`config.mk`:
```
export PLATFORM = sky130hd
export DESIGN_NAME = booth_ctrl_flat
export DESIGN_NICKNAME = d
export VERILOG_FILES = /design/src/rtl/booth_ctrl_if.sv /design/src/rtl/booth_ctrl.sv /design/src/flat_wrapper.sv
export SDC_FILE = /design/constraint.sdc
export NUM_CORES = 1
export LEC_CHECK = 0
export BUFFER_PORTS_ARGS = -buffer_cell sky130_fd_sc_hd__buf_2
export CORE_MARGIN = 5
export CORE_UTILIZATION = 47
export CTS_BUF_LIST = sky130_fd_sc_hd__clkbuf_16
export DETAILED_ROUTE_END_ITERATION = 16
export PLACE_DENSITY_LB_ADDON = 0.3
export RECOVER_POWER = 25
export SLEW_MARGIN = 15
export SYNTH_ARGS = -nofsm -noshare
export SYNTH_HDL_FRONTEND = slang
export SYNTH_SLANG_ARGS = --single-unit
```
`constraint.sdc`:
```
create_clock -name clk -period 1.7 [get_ports clk]
set_input_delay 0.085 -clock clk [delete_from_list [all_inputs] [get_ports clk]]
set_output_delay 0.085 -clock clk [all_outputs]
set_load 0.01 [all_outputs]
```
`src/rtl/booth_ctrl_if.sv`:
```
// Handshake/control bundle between the ALU top level, the Booth datapath and booth_ctrl.
// Optional abort input exists only when BOOTH_CTRL_ABORT_EN is defined.
interface booth_ctrl_if;
    logic       start;
`ifdef BOOTH_CTRL_ABORT_EN
    logic       abort;
`endif
    logic       q0;
    logic       q_m1;
    logic       c0;
    logic       c1;
    logic       c2;
    logic       c3;
    logic       c4;
    logic       c5;
    logic       c6;
    logic       busy;
    logic       done;
    logic [3:0] dbg_state;

    // Handshake: start is a request level sampled only while busy=0;
    // done is a one-cycle pulse and busy falls on the cycle after it.
    modport master (
        output start,
`ifdef BOOTH_CTRL_ABORT_EN
        output abort,
`endif
        output q0, q_m1,
        input  c0, c1, c2, c3, c4, c5, c6, busy, done, dbg_state
    );

    modport slave (
        input  start,
`ifdef BOOTH_CTRL_ABORT_EN
        input  abort,
`endif
        input  q0, q_m1,
        output c0, c1, c2, c3, c4, c5, c6, busy, done, dbg_state
    );
endinterface

```
`src/rtl/booth_ctrl.sv`:
```
// Radix-2 Booth multiplier sequencer: Moore FSM with registered c0..c6/busy/done strobes.
// Define BOOTH_CTRL_ABORT_EN to add the abort input that returns any busy state to IDLE.
module booth_ctrl #(
    parameter  int w     = 16,
    localparam int CNT_W = $clog2(w) + 1
) (
    input logic          clk,
    input logic          rst_b,
    booth_ctrl_if.slave  bus
);

    typedef enum logic [3:0] {
        S_IDLE   = 4'd0,
        S_LOAD_Q = 4'd1,
        S_LOAD_M = 4'd2,
        S_TEST   = 4'd3,
        S_ADD    = 4'd4,
        S_SUB    = 4'd5,
        S_SHIFT  = 4'd6,
        S_OUT_A  = 4'd7,
        S_OUT_Q  = 4'd8,
        S_DONE   = 4'd9
    } state_t;

    state_t             state_q, state_d;
    logic [CNT_W-1:0]   cnt_q, cnt_d;
    // {busy, done, c6, c5, c4, c3, c2, c1, c0}
    logic [8:0]         ctrl_q;

    function automatic logic [8:0] decode(input state_t s);
        logic [8:0] v;
        v = 9'h000;
        case (s)
            S_LOAD_Q: v = 9'h101;
            S_LOAD_M: v = 9'h102;
            S_TEST:   v = 9'h100;
            S_ADD:    v = 9'h104;
            S_SUB:    v = 9'h10C;
            S_SHIFT:  v = 9'h110;
            S_OUT_A:  v = 9'h120;
            S_OUT_Q:  v = 9'h140;
            S_DONE:   v = 9'h180;
            default:  v = 9'h000;
        endcase
        return v;
    endfunction

    always_comb begin
        state_d = state_q;
        cnt_d   = cnt_q;
        case (state_q)
            S_IDLE:   if (bus.start) state_d = S_LOAD_Q;
            S_LOAD_Q: begin
                cnt_d   = '0;
                state_d = S_LOAD_M;
            end
            S_LOAD_M: state_d = S_TEST;
            S_TEST: begin
                case ({bus.q0, bus.q_m1})
                    2'b10:   state_d = S_SUB;
                    2'b01:   state_d = S_ADD;
                    default: state_d = S_SHIFT;
                endcase
            end
            S_ADD:    state_d = S_SHIFT;
            S_SUB:    state_d = S_SHIFT;
            // Compare the pre-increment count so exactly w shifts occur.
            S_SHIFT: begin
                cnt_d   = cnt_q + CNT_W'(1);
                state_d = (cnt_q == CNT_W'(w - 1)) ? S_OUT_A : S_TEST;
            end
            S_OUT_A:  state_d = S_OUT_Q;
            S_OUT_Q:  state_d = S_DONE;
            S_DONE:   state_d = S_IDLE;
            default: begin
                state_d = S_IDLE;
                cnt_d   = '0;
            end
        endcase
`ifdef BOOTH_CTRL_ABORT_EN
        if (bus.abort && (state_q != S_IDLE)) begin
            state_d = S_IDLE;
            cnt_d   = '0;
        end
`endif
    end

    // Strobes are decoded from the next state so they register in step with state_q.
    always_ff @(posedge clk or negedge rst_b) begin
        if (!rst_b) begin
            state_q <= S_IDLE;
            cnt_q   <= '0;
            ctrl_q  <= '0;
        end else begin
            state_q <= state_d;
            cnt_q   <= cnt_d;
            ctrl_q  <= decode(state_d);
        end
    end

    assign bus.c0        = ctrl_q[0];
    assign bus.c1        = ctrl_q[1];
    assign bus.c2        = ctrl_q[2];
    assign bus.c3        = ctrl_q[3];
    assign bus.c4        = ctrl_q[4];
    assign bus.c5        = ctrl_q[5];
    assign bus.c6        = ctrl_q[6];
    assign bus.done      = ctrl_q[7];
    assign bus.busy      = ctrl_q[8];
    assign bus.dbg_state = state_q;

endmodule
```
`src/flat_wrapper.sv`:
```
// flat-port wrapper written by rule: the top's interface ports become plain ports
module booth_ctrl_flat 
#(
    parameter  int w     = 16,
    localparam int CNT_W = $clog2(w) + 1
)
  (clk, rst_b, bus_start, bus_q0, bus_q_m1, bus_c0, bus_c1, bus_c2, bus_c3, bus_c4, bus_c5, bus_c6, bus_busy, bus_done, bus_dbg_state);
  booth_ctrl_if bus_i ();
  input logic clk;
  input logic rst_b;
  input wire logic [$bits(bus_i.start)-1:0] bus_start;
  input wire logic [$bits(bus_i.q0)-1:0] bus_q0;
  input wire logic [$bits(bus_i.q_m1)-1:0] bus_q_m1;
  output wire logic [$bits(bus_i.c0)-1:0] bus_c0;
  output wire logic [$bits(bus_i.c1)-1:0] bus_c1;
  output wire logic [$bits(bus_i.c2)-1:0] bus_c2;
  output wire logic [$bits(bus_i.c3)-1:0] bus_c3;
  output wire logic [$bits(bus_i.c4)-1:0] bus_c4;
  output wire logic [$bits(bus_i.c5)-1:0] bus_c5;
  output wire logic [$bits(bus_i.c6)-1:0] bus_c6;
  output wire logic [$bits(bus_i.busy)-1:0] bus_busy;
  output wire logic [$bits(bus_i.done)-1:0] bus_done;
  output wire logic [$bits(bus_i.dbg_state)-1:0] bus_dbg_state;
  assign bus_i.start = bus_start;
  assign bus_i.q0 = bus_q0;
  assign bus_i.q_m1 = bus_q_m1;
  assign bus_c0 = bus_i.c0;
  assign bus_c1 = bus_i.c1;
  assign bus_c2 = bus_i.c2;
  assign bus_c3 = bus_i.c3;
  assign bus_c4 = bus_i.c4;
  assign bus_c5 = bus_i.c5;
  assign bus_c6 = bus_i.c6;
  assign bus_busy = bus_i.busy;
  assign bus_done = bus_i.done;
  assign bus_dbg_state = bus_i.dbg_state;
  booth_ctrl #(.w(w)) u_core (.clk(clk), .rst_b(rst_b), .bus(bus_i));
endmodule
```
==> key figures <==
Run status
  • Status: completed

Synthesis
  • Netlist cell types: 32
  • Synth area leader: dfrtp_1
  • Synth top area cells: dfrtp_1, a21oi_1, ha_1
  • Mapped Area: around 930 um2
  • Ys Warns: 0
  • Syn_nets: 100
  • Flops & latches, synth: 18
  • Synth top area share: 0.483
  • Cells after Synth: 92
  • Seq/Total Area, Yosys: 0.483
  • Syn avg cell area: roughly 10 um2

Pwr
  • Pleak: about 0.00056 uW
  • Max rail drop VDD: 777 uV
  • Int Pwr: between 1000 and 1500 uW
  • Pwr per Cell Area: 1730 nW/um2
  • P_sw: a little under 800 uW
  • Total power: approximately 2000 uW
  • Comb power frac: 0.417
  • Flop pwr share: 0.359
  • Clock power frac: 0.224
  • Sw Ratio: 0.383

Final layout
  • Fillers: approximately 170
  • Layout cells sized above 1: 0.328
  • # nets final: between 100 and 150
  • Commonest non-fill, non-tap cell in the layout: dfrtp_1
  • Fin util: 0.608
  • Most frequent cells in the layout: dfrtp_1, buf_2, a21oi_1
  • Diodes inserted: 0
  • Area Overhead vs Synth: 25.2%
  • Final instance count without filler cells: 143

CTS
  • CTS Buf Count: 3
  • CTS max path bufs: 2
  • Clk_lat worst skew: approximately 250 ps
  • CTS tree: yes
  • Clk slew on worst S/H paths: approximately 50 ps
  • Root buffer cell: clkbuf_16
  • Sink Count: 18
  • CTS H-tree lvls: 1

Setup path
  • Reg2Reg Depth: 7
  • Worst path cell trace: ha_2, and3_4, ha_2, nor2b_1, o21ai_1, a21oi_2, nand3b_1
  • Reg2reg start: u_core.cnt_q[1]
  • CP Class: flop to flop
  • CP Max Fanout: 3
  • CP endpoint kind: flop
  • CP dominant cell by count: ha_2
  • Max incr delay on CP: approximately 380 ps
  • CP max stage cell: dfrtp_1
  • Worst reg-to-reg setup slack: 90 ps
  • Crit path DAT: 1730 ps
  • CP Launch Type: flop
  • FF-to-FF End: u_core.ctrl_q[8]
  • Worst EP required: between 1500 and 2000 ps

Min path
  • Hold Path End: u_core.ctrl_q[0]
  • Hold_sp: bus_start
  • WHS Path Cells: 2
  • Hold Crit Class: input pin to flop

STA
  • Slew Limit Fails: 0
  • Final worst-path cycle share: 0.945
  • Final Hold Viols: 0
  • Min Clock Period, post-route: between 1500 and 2000 ps
  • Skew final: approximately 0.94 ps
  • Worst slew margin: 0.386
  • Peak Freq: roughly 0.62 GHz
  • Fin Setup TNS: 0 ps
  • Setup ws final: between 90 and 100 ps
  • # setup viols final: 0
  • Slew @ Worst Pin: between 900 and 1000 ps

Floorplanning
  • Die W: 54.6 um
  • Die height: ~55 um
  • Placeable Area: 1920 um2
  • I/O pin count: 18
  • Row count: 16
  • Starting Density: 0.486
  • Die ar.: 2980 um2

GRT
  • Global-route wire length before repair: 3010 um
  • GR Overflow Total: 0
  • Initial antenna violation count: 0
  • Pin count of the biggest net entering global routing: 19
  • Total track usage: 0.145
  • Vias in the first global route: between 700 and 800

Placement
  • Place WS: a little under 50 ps
  • Placed Cells: between 100 and 150
  • DP HPWL: between 1000 and 1500 um
  • Buffers on Ports: 17
  • RePlAce Congestion: about 0.88

Job
  • Max-cap violations: 0

Detailed routing
  • Post-DR wirelength/cell: 12.9 um
  • Routed Antenna Nets: 0
  • Vias: 731
  • Post-Route WL: between 1500 and 2000 um
  • Remaining DRCs: 0
  • Via/cell ratio: 5.11
  • DRT iter0 DRCs: 13
  • DRT Pass-1 Iters: 4
-- metrics by stage --
step / hold slack, ps / cell area, um2
6_report: 87.2 / 1170
2_1_floorplan: -211 / 933
3_3_place_gp: 28.3 / 1050
5_1_grt: 85.8 / 1170
4_1_cts: 83.2 / 1140
3_5_place_dp: 33.2 / 1050
-- critical path, delay by kind of cell (launching register included) --
family / cells / cell delay, ps
AND/OR/NAND/NOR: 3 / 460
adder cells (fa/ha/maj): 2 / 340
flip-flops: 1 / 380
AO/OA/AOI/OAI: 2 / 290
-- final cells by class --
class                   count  area, um2  area share
repair buffers             26        154       0.132
clock buffers               3       75.1      0.0642
flip-flops and latches     18        450       0.385
well taps                  27       33.8      0.0289
multi-input cells          64        437       0.374
inverters                   5       18.8      0.0161
-- synthesized netlist by cell type --
library cell / instances
a22oi_1: 1
nand2_1: 1
dfrtp_1: 18
nor4_2: 1
a211oi_1: 1
ha_1: 3
nand2_2: 1
a21oi_1: 9
o21ai_0: 1
inv_1: 5
and3_1: 2
nand3b_1: 1
o211ai_1: 1
and2_1: 1
o2bb2ai_1: 3
nand3_1: 2
nor2b_1: 5
nor3_2: 1
or2_1: 2
nor2_2: 1
buf_2: 3
nand2b_1: 4
nor4b_1: 1
a21o_1: 1
buf_6: 2
a41oi_1: 1
a21oi_2: 2
nor2_1: 7
o21ai_1: 5
nand3b_4: 1
nor3_1: 4
nor3b_2: 1
-- repair_timing --
| item | CTS | global route |
|---|---|---|
| endpoints found under the hold margin | 18 | 0 |
| endpoints found under the setup margin | 0 | 3 |
| buffers inserted | 0 | 3 |
| hold buffers | 1 | 0 |
| gates resized for setup | 0 | 3 |
-- registers in the layout, indices dropped and copies added, names as in the netlist --
| signal | flops |
|---|---|
| u_core.bus.dbg_state | 4 |
| u_core.ctrl_q | 9 |
| u_core.cnt_q | 5 |
-- power by group through the flow --
stage / Combinational, uW / Clock, uW / Sequential, uW
global route: 946 / 486 / 748
finish: 845 / 453 / 728
floorplan: 617 / 0 / 686
detailed placement: 822 / 0 / 729
global placement: 804 / 0 / 724
CTS: 827 / 464 / 725
-- how the worst max path moves through the flow --
stage	start	endpoint	cells past startpoint
2_1_floorplan	u_core.cnt_q[0]	u_core.ctrl_q[4]	7
3_3_place_gp	u_core.cnt_q[0]	u_core.ctrl_q[4]	7
3_5_place_dp	u_core.cnt_q[0]	u_core.ctrl_q[4]	7
4_1_cts	u_core.cnt_q[0]	u_core.ctrl_q[4]	7
5_1_grt	u_core.cnt_q[0]	u_core.ctrl_q[8]	7
6_report	u_core.cnt_q[1]	u_core.ctrl_q[8]	7
-- per-layer routing --
metal  global-route usage  vias to the layer above  wire length [um]
li1                     -                      369                 -
met1                0.167                      345               796
met2                0.249                       13               932
met3               0.0327                        4                96
met4               0.0747                        0                22
met5                    0                        -                 0
-- kinds of logic after synthesis --
family / synth area share
flops: 0.483
fa+ha+maj: 0.0402
simple gates: 0.248
buf+inv: 0.0603
compound gates: 0.169
(Power assumes the default switching activity.)
